$ cat src/rtl/string_hw_engine.sv
// Multi-cycle string accelerator: strcmp/toupper/tolower/strlen/strrev over latched
// operand buffers, LANES bytes per RUN cycle, with a level go/done handshake.
module string_hw_engine #(
    parameter int MAX_CHARS = 32,
    parameter int LANES     = 4
) (
    input  logic                          clk,
    input  logic                          reset,
    input  logic                          go,
    input  logic [3:0]                    index,
    input  logic [0:MAX_CHARS-1][7:0]     A,
    input  logic [0:MAX_CHARS-1][7:0]     B,
    output logic                          busy,
    output logic                          done,
    output logic                          err,
    output logic [0:MAX_CHARS-1][7:0]     Result
);

    localparam int NCH = MAX_CHARS / LANES;
    localparam int CW  = (NCH > 1) ? $clog2(NCH) : 1;
    localparam int IW  = $clog2(MAX_CHARS);
    localparam int LB  = $clog2(LANES);

    localparam logic [3:0] OP_CMP   = 4'd0;
    localparam logic [3:0] OP_UPPER = 4'd1;
    localparam logic [3:0] OP_LOWER = 4'd2;
    localparam logic [3:0] OP_LEN   = 4'd3;
    localparam logic [3:0] OP_REV   = 4'd4;

    typedef enum logic [1:0] {S_IDLE, S_RUN, S_REV, S_DONE} state_t;

    state_t                      r_state, w_state_next;
    logic [CW-1:0]               r_chunk;
    logic [0:MAX_CHARS-1][7:0]   r_a, r_b, r_result;
    logic [3:0]                  r_op;
    logic [7:0]                  r_len;
    logic                        r_err;

    logic [IW-1:0]               w_base;
    logic [7:0]                  w_la [LANES];
    logic [7:0]                  w_lb [LANES];
    logic [7:0]                  w_up [LANES];
    logic [7:0]                  w_dn [LANES];
    logic [LANES-1:0]            w_hit;
    logic [LANES-1:0]            w_keep;
    logic                        w_found, w_last, w_term;
    logic [7:0]                  w_toff, w_ta, w_tb, w_t, w_cmp;

    assign w_base = IW'(r_chunk) << LB;

    generate
        for (genvar gi = 0; gi < LANES; gi++) begin : g_lane
            logic [IW-1:0] w_idx;
            assign w_idx     = w_base + IW'(gi);
            assign w_la[gi]  = r_a[w_idx];
            assign w_lb[gi]  = r_b[w_idx];
            assign w_hit[gi] = (r_op == OP_CMP) ? ((w_la[gi] != w_lb[gi]) || (w_la[gi] == 8'h00))
                                                : (w_la[gi] == 8'h00);
            assign w_up[gi]  = (w_la[gi] >= 8'h61 && w_la[gi] <= 8'h7A) ? w_la[gi] - 8'd32 : w_la[gi];
            assign w_dn[gi]  = (w_la[gi] >= 8'h41 && w_la[gi] <= 8'h5A) ? w_la[gi] + 8'd32 : w_la[gi];
            // A lane is written when no lower lane of this chunk has already terminated.
            if (gi == 0) begin : g_first
                assign w_keep[gi] = 1'b1;
            end else begin : g_rest
                assign w_keep[gi] = ~|w_hit[gi-1:0];
            end
        end
    endgenerate

    always_comb begin
        w_found = 1'b0;
        w_toff  = 8'h00;
        w_ta    = 8'h00;
        w_tb    = 8'h00;
        for (int i = LANES - 1; i >= 0; i--) begin
            if (w_hit[i]) begin
                w_found = 1'b1;
                w_toff  = 8'(i);
                w_ta    = w_la[i];
                w_tb    = w_lb[i];
            end
        end
    end

    assign w_last = (r_chunk == CW'(NCH - 1));
    assign w_term = w_found || w_last;
    assign w_t    = w_found ? (8'(w_base) + w_toff) : 8'(MAX_CHARS);
    assign w_cmp  = !w_found       ? 8'h00 :
                    (w_ta > w_tb)  ? 8'h01 :
                    (w_ta < w_tb)  ? 8'hFF : 8'h00;

    always_comb begin
        w_state_next = r_state;
        case (r_state)
            S_IDLE: if (go) w_state_next = (index > OP_REV) ? S_DONE : S_RUN;
            S_RUN:  if (w_term) w_state_next = (r_op == OP_REV) ? S_REV : S_DONE;
            S_REV:  w_state_next = S_DONE;
            S_DONE: if (!go) w_state_next = S_IDLE;
            default: w_state_next = S_IDLE;
        endcase
    end

    always_ff @(posedge clk or posedge reset) begin
        if (reset) r_state <= S_IDLE;
        else       r_state <= w_state_next;
    end

    always_ff @(posedge clk or posedge reset) begin
        if (reset) begin
            r_chunk  <= '0;
            r_a      <= '0;
            r_b      <= '0;
            r_result <= '0;
            r_op     <= '0;
            r_len    <= '0;
            r_err    <= 1'b0;
        end else begin
            case (r_state)
                S_IDLE: begin
                    if (go) begin
                        r_a      <= A;
                        r_b      <= B;
                        r_op     <= index;
                        r_result <= '0;
                        r_err    <= (index > OP_REV);
                        r_chunk  <= '0;
                    end
                end
                S_RUN: begin
                    r_chunk <= r_chunk + CW'(1);
                    case (r_op)
                        OP_UPPER, OP_LOWER: begin
                            for (int i = 0; i < LANES; i++) begin
                                if (w_keep[i])
                                    r_result[w_base + IW'(i)] <= (r_op == OP_UPPER) ? w_up[i] : w_dn[i];
                            end
                        end
                        OP_CMP: if (w_term) r_result[0] <= w_cmp;
                        OP_LEN: if (w_term) r_result[0] <= w_t;
                        OP_REV: if (w_term) r_len <= w_t;
                        default: ;
                    endcase
                end
                S_REV: begin
                    for (int i = 0; i < MAX_CHARS; i++) begin
                        if (i < int'(r_len))
                            r_result[IW'(i)] <= r_a[IW'(int'(r_len) - 1 - i)];
                        else
                            r_result[IW'(i)] <= 8'h00;
                    end
                end
                default: ;
            endcase
        end
    end

    assign busy   = (r_state == S_RUN) || (r_state == S_REV);
    assign done   = (r_state == S_DONE);
    assign err    = r_err;
    assign Result = r_result;

endmodule

$ cat config.mk
export PLATFORM = sky130hd
export DESIGN_NAME = string_hw_engine
export DESIGN_NICKNAME = d
export VERILOG_FILES = /design/src/rtl/string_hw_engine.sv
export SDC_FILE = /design/constraint.sdc
export NUM_CORES = 2
export LEC_CHECK = 0
export ABC_AREA = 1
export ABC_CLOCK_PERIOD_IN_PS = 62300
export BUFFER_PORTS_ARGS = -buffer_cell sky130_fd_sc_hd__buf_2
export CAP_MARGIN = 20
export CORE_MARGIN = 1.5
export CORE_UTILIZATION = 45
export DETAILED_ROUTE_END_ITERATION = 6
export GPL_TIMING_DRIVEN = 0
export PLACE_DENSITY = 0.74
export SLEW_MARGIN = 20
export SYNTH_ARGS = -nofsm -noshare
export SYNTH_HDL_FRONTEND = slang
export SYNTH_SLANG_ARGS = --single-unit
export TNS_END_PERCENT = 10
$ cat constraint.sdc
create_clock -name clk -period 62.3 [get_ports clk]
set_input_delay 6.23 -clock clk [delete_from_list [all_inputs] [get_ports clk]]
set_output_delay 6.23 -clock clk [all_outputs]
set_load 0.1 [all_outputs]
# [Yosys cells after proc, flatten, opt, wreduce, memory -nomap -nowiden]
# Index checks and enable logic that the tools add are counted.
[word_totals] regBits=786 in_bits=519 output_inout_bits=259 elab_cells=424
[classes] n_addsub=29 n_lt_le_gt_ge=59 eq_ne=19 muxes=160 n_bitwise=20 reduce_logical=36
[ops] cell="2-to-1 mux 256 bit" n=10
[ops] cell="bitwise mux 256 bit" n=4
[ops] cell="binary-select mux 8 bit (select 5 bit)" n=24
[ops] cell="2-to-1 mux 8 bit" n=96
[ops] cell="one-hot mux 128 bit (3 select lines)" n=1
[ops] cell="one-hot mux 128 bit (2 select lines)" n=1
[ops] cell="2-to-1 mux 248 bit" n=1
[ops] cell="demux 8 bit (select 5 bit)" n=4
[ops] cell=">= comparator 5 x 6 -> 1 bit, second input constant" n=16
[ops] cell="inverter 5 bit" n=16
[ops] cell=">= comparator 8 x 7 -> 1 bit, second input constant" n=8
[ops] cell="<= comparator 8 x 7 -> 1 bit, second input constant" n=8
[ops] cell="less-than comparator 4 x 8 -> 1 bit, first input constant" n=8
[ops] cell="subtractor 5 bit, second input constant" n=8
[ops] cell="adder 8 x 6 -> 8 bit, second input constant" n=4
[ops] cell="zero test 8 bit" n=4
[ops] cell="less-than comparator 3 x 8 -> 1 bit, first input constant" n=4
[ops] cell="!= test 8 bit" n=4
[ops] cell="subtractor 8 x 6 -> 8 bit, second input constant" n=4
[ops] cell=">= comparator 6 bit, second input constant" n=4
[ops] cell="less-than comparator 6 x 1 -> 1 bit, second input constant" n=4
[ops] cell="inverter 5 -> 6 bit" n=4
[ops] cell="one-hot mux 8 bit (3 select lines)" n=1
[ops] cell="subtractor 5 x 4 -> 5 bit, second input constant" n=4
[ops] cell="other kinds (38)" n=81

# [Depth between registers and ports, before layout]
[depth] word_depth=23 ltp_mapped=37 mapped_depth_nobuf=34

# [Least setup slack after synthesis]
# OpenSTA, ideal clock, no wires.
[synth_timing] path_type="in2reg" startpoint="input go" endpoint="register r_result (netlist bit Result[141])" setup_time_ps=68 t_arrival_ps=7520 required_time_ps=62232 slack_ps=54712 stages=8 path_buffers=2 cell_sequence="nor2_1 nor2_1 nand2_1 nor2_1 clkbuf_1 buf_1 nand2_1 nand2_1"
[synth_via] elab_chain_len=2
[synth_rtl] element="from (decl)" line_no="9" source="input logic go,"
[synth_rtl] element="!= test 2 bit (no source line)"
[synth_rtl] element="AND reduction 3 bit (no source line)"
[synth_rtl] element="to (signal, indexed assignment)" line_no="135" source="r_result[w_base + IW'(i)] <= (r_op == OP_UPPER) ? w_up[i] : w_dn[i];"
[synth_rtl] element="to (signal, indexed assignment)" line_no="147" source="r_result[IW'(i)] <= r_a[IW'(int'(r_len) - 1 - i)];"
[synth_rtl] element="to (decl)" line_no="34" source="logic [0:MAX_CHARS-1][7:0] r_a, r_b, r_result;"
# Every way passes these cells.
# A chain may end at the register's enable or synchronous reset.

# [Worst setup path in the final report]
[layout_timing] startpoint="input go" endpoint="register r_b[129] (netlist bit)"
[layout_via] elab_chain_len=1
[layout_rtl] element="AND reduction 2 bit (no source line)"
[layout_rtl] element="to (signal assigned)" line_no="112" source="r_b <= '0;"
[layout_rtl] element="to (signal assigned)" line_no="122" source="r_b <= B;"
[layout_rtl] element="to (decl)" line_no="34"
# Every way passes these cells.

==> flow_metrics.tcl <==
set metrics [dict create \
    outcome "finished with violations" \
    violations "DRC, capacitance limit, slew limit" \
    post_cts_buffers 0 \
    start_util_pct 45.56 \
    grt_pass1_vias 62472 \
    drv_slew 5 \
    crit_arrival_ns 9.77 \
    synth_cell_type_count 50 \
    pre_cts_ws_ns 53.05 \
    final_cell_mix "3691 x nand2_1, 1318 x o21ai_0, 856 x buf_2" \
    finClkSkew_ns 0.06428 \
    maxSlewHeadroom_pct -5.647 \
    drt_iter0_drc 12927 \
    ctsHoldBuffers 0 \
    rsz0062_at_grt "false" \
    post_drt_wl_per_cell_um 33.71 \
    syn_nets 8778 \
    path_cells "buf_2, nand2_1, inv_2, clkbuf_1, clkbuf_1, clkbuf_1, nand2_1, nand2_1" \
    cts_buffer_depth 3 \
    fin_util_pct 53.66 \
    grt_overflow 0 \
    final.setup.tns_ns 0 \
    yosys_warnings 0 \
    ys_ff_latch 784 \
    netlist_area_um2 52230 \
    hold_path_class "flip-flop to flip-flop" \
    holdPathEnd "r_b[182]" \
    synth-seq-area-share_pct 37.56 \
    gp_congestion 1.170 \
    postSynthCellCount 8218 \
    r2r_cells 31 \
    crit_fanout 10 \
    std_cell_rows 124 \
    cts_inserted_buffers 86 \
    hold_path_depth 2 \
    cts_tree "done" \
    cts.sinks 784 \
    hpwlAfterDp_um 284400 \
    r2r_start "r_chunk[1]" \
    antenna_found_initial 36 \
    drv_cap 1 \
    cts.clk_slew.worst_paths_ns 0.07 \
    async_reset_ff_share_pct 100.0 \
    slowest_stage "clkbuf_1" \
    die_w_um 343.7 \
    grt_util_all_layers_pct 59.28 \
    cts-resized-gates 0 \
    layout_setup_ws_ns 53.21 \
    dieArea_um2 118100 \
    dr_total_vias 69418 \
    ios 778 \
    fp.dieH_um 343.7 \
    yosys_most_used_dff "dfrtp_1" \
    finalCritPeriodShare_pct 14.60 \
    coreArea_um2 114700 \
    crit_type "primary input to flip-flop" \
    synth_enable_flop_cells 0 \
    setup_viol 0 \
    portBuffers 777 \
    r2r_slack_ns 55.53 \
    start_kind "primary input" \
    path_buf_inv 5 \
    nNetsFinal 9666 \
    tightest_slew_ns 1.568 \
    routed_wirelength_um 361400 \
    syn_avg_cell_area_um2 6.356 \
    drive_gt1_share_pct 12.70 \
    endpoint_kind "flip-flop" \
    r2r_end "Result[250]" \
    finalCriticalPeriod_ns 9.094 \
    vias_per_cell 6.475 \
    drtPass1Iterations 7 \
    cp_top_family "buffers and inverters" \
    grt_max_degree 112 \
    cp.required_ns 62.98 \
    drt.antenna.violating_nets 0 \
    hold_violations 0 \
    worstHoldStart "r_b[182]" \
    h-tree-depth 3 \
    syn_to_final_growth_pct 17.78 \
    clock.fmax_mhz 110.0 \
    drc 73 \
    crit_path_max_incr_delay_ns 0.92 \
    finalHoldWorstSlack_ns 0.4831 \
    insertion_delay_ns 0.77 \
    layout_commonest_cell "nand2_1" \
    ctsRootBufferMaster "clkbuf_16" \
    grt_pass1_wl_um 483700 \
]
==> how the worst max path moves through the flow <==
stage          cells past startpoint           to  slack, ns   from
6_report                           8     r_b[129]      53.21     go
2_1_floorplan                      1    Result[0]      34.06  reset
4_1_cts                            8     r_b[129]      53.64     go
3_3_place_gp                       2  Result[102]      25.55  reset
3_5_place_dp                       8     r_b[128]      53.05     go
5_1_grt                            8     r_b[129]      53.54     go
==> metal layers <==
layer | track usage [%] | vias to the layer above | routed length (um)
li1 | - | 28094 | -
met1 | 68.02 | 32041 | 119900
met2 | 80.11 | 7192 | 138000
met3 | 28.64 | 2056 | 59660
met4 | 55.19 | 35 | 43350
met5 | 1.042 | - | 483
==> synthesized netlist by cell type, types with 11 or more instances <==
cell         n  share of area (%)
a21oi_1    207                2.0
a22oi_1     12               0.17
a32o_1      20               0.38
buf_1       40               0.29
buf_2       77               0.74
buf_4       24               0.34
buf_6       20               0.43
clkbuf_1   352                2.5
dfrtp_1    784                 38
ha_1        41               0.98
inv_1      533                3.8
inv_2       30               0.22
mux2i_1     69                1.3
nand2_1   3692                 27
nand2_2     18               0.22
nand3_1    191                1.8
nand4_1     28               0.34
nor2_1     308                2.2
nor3_1      14               0.13
o211ai_1    31               0.45
o21ai_0   1367                 13
o21ai_1    167                1.6
o21bai_1    11               0.16
o22ai_1     66               0.79
xor2_1      18               0.30
==> final cells by class <==
| type | count | area [um^2] |
|---|---|---|
| fillers | 11034 | 53130 |
| multi-input cells | 6349 | 28220 |
| flip-flops and latches | 784 | 19620 |
| repair buffers | 800 | 4218 |
| clock buffers | 120 | 2471 |
| plain buffers | 513 | 2275 |
| inverters | 572 | 2160 |
| well taps | 1512 | 1892 |
| clock inverters | 38 | 585.6 |
| diodes | 33 | 82.58 |
==> cell families (layout without fill, tap and decap cells) <==
group | Yosys count | after routing | synth area share (%)
AND/OR/NAND/NOR | 4285 | 4285 | 31.84
AO/OA/AOI/OAI | 1924 | 1924 | 19.31
buffers and inverters | 1085 | 2043 | 8.451
flip-flops | 784 | 784 | 37.56
multiplexers | 69 | 69 | 1.322
adder cells (fa/ha/maj) | 41 | 41 | 0.9821
XOR/XNOR | 30 | 30 | 0.5318
other | 0 | 33 | 0
==> through the flow <==
step / area [um^2] / instances
floorplan: 52230 / 8218
global placement: 58010 / 10507
detailed placement: 58340 / 10527
CTS: 61400 / 10685
global route: 61450 / 10693
finish: 61520 / 10721
==> worst register-to-register path, delay by kind of cell, from the launching register on <==
family                     cells  cell delay, ns
AOI/OAI and AO/OA              4            0.53
adders and majority gates      1            0.34
buffers and inverters          8            2.39
DFF                            1            0.41
and+or+nand+nor               18            3.05
==> registers in the layout, summed over array words and instances, names as in the netlist <==
| register | flops |
|---|---|
| r_state | 2 |
| Result | 256 |
| r_chunk | 3 |
| r_op | 4 |
| r_a | 256 |
| r_len | 6 |
| err | 1 |
| r_b | 256 |
Power is left out: the tool's default activity adds up to more than one toggle a clock period on the data nets, which glitch-free logic cannot reach.
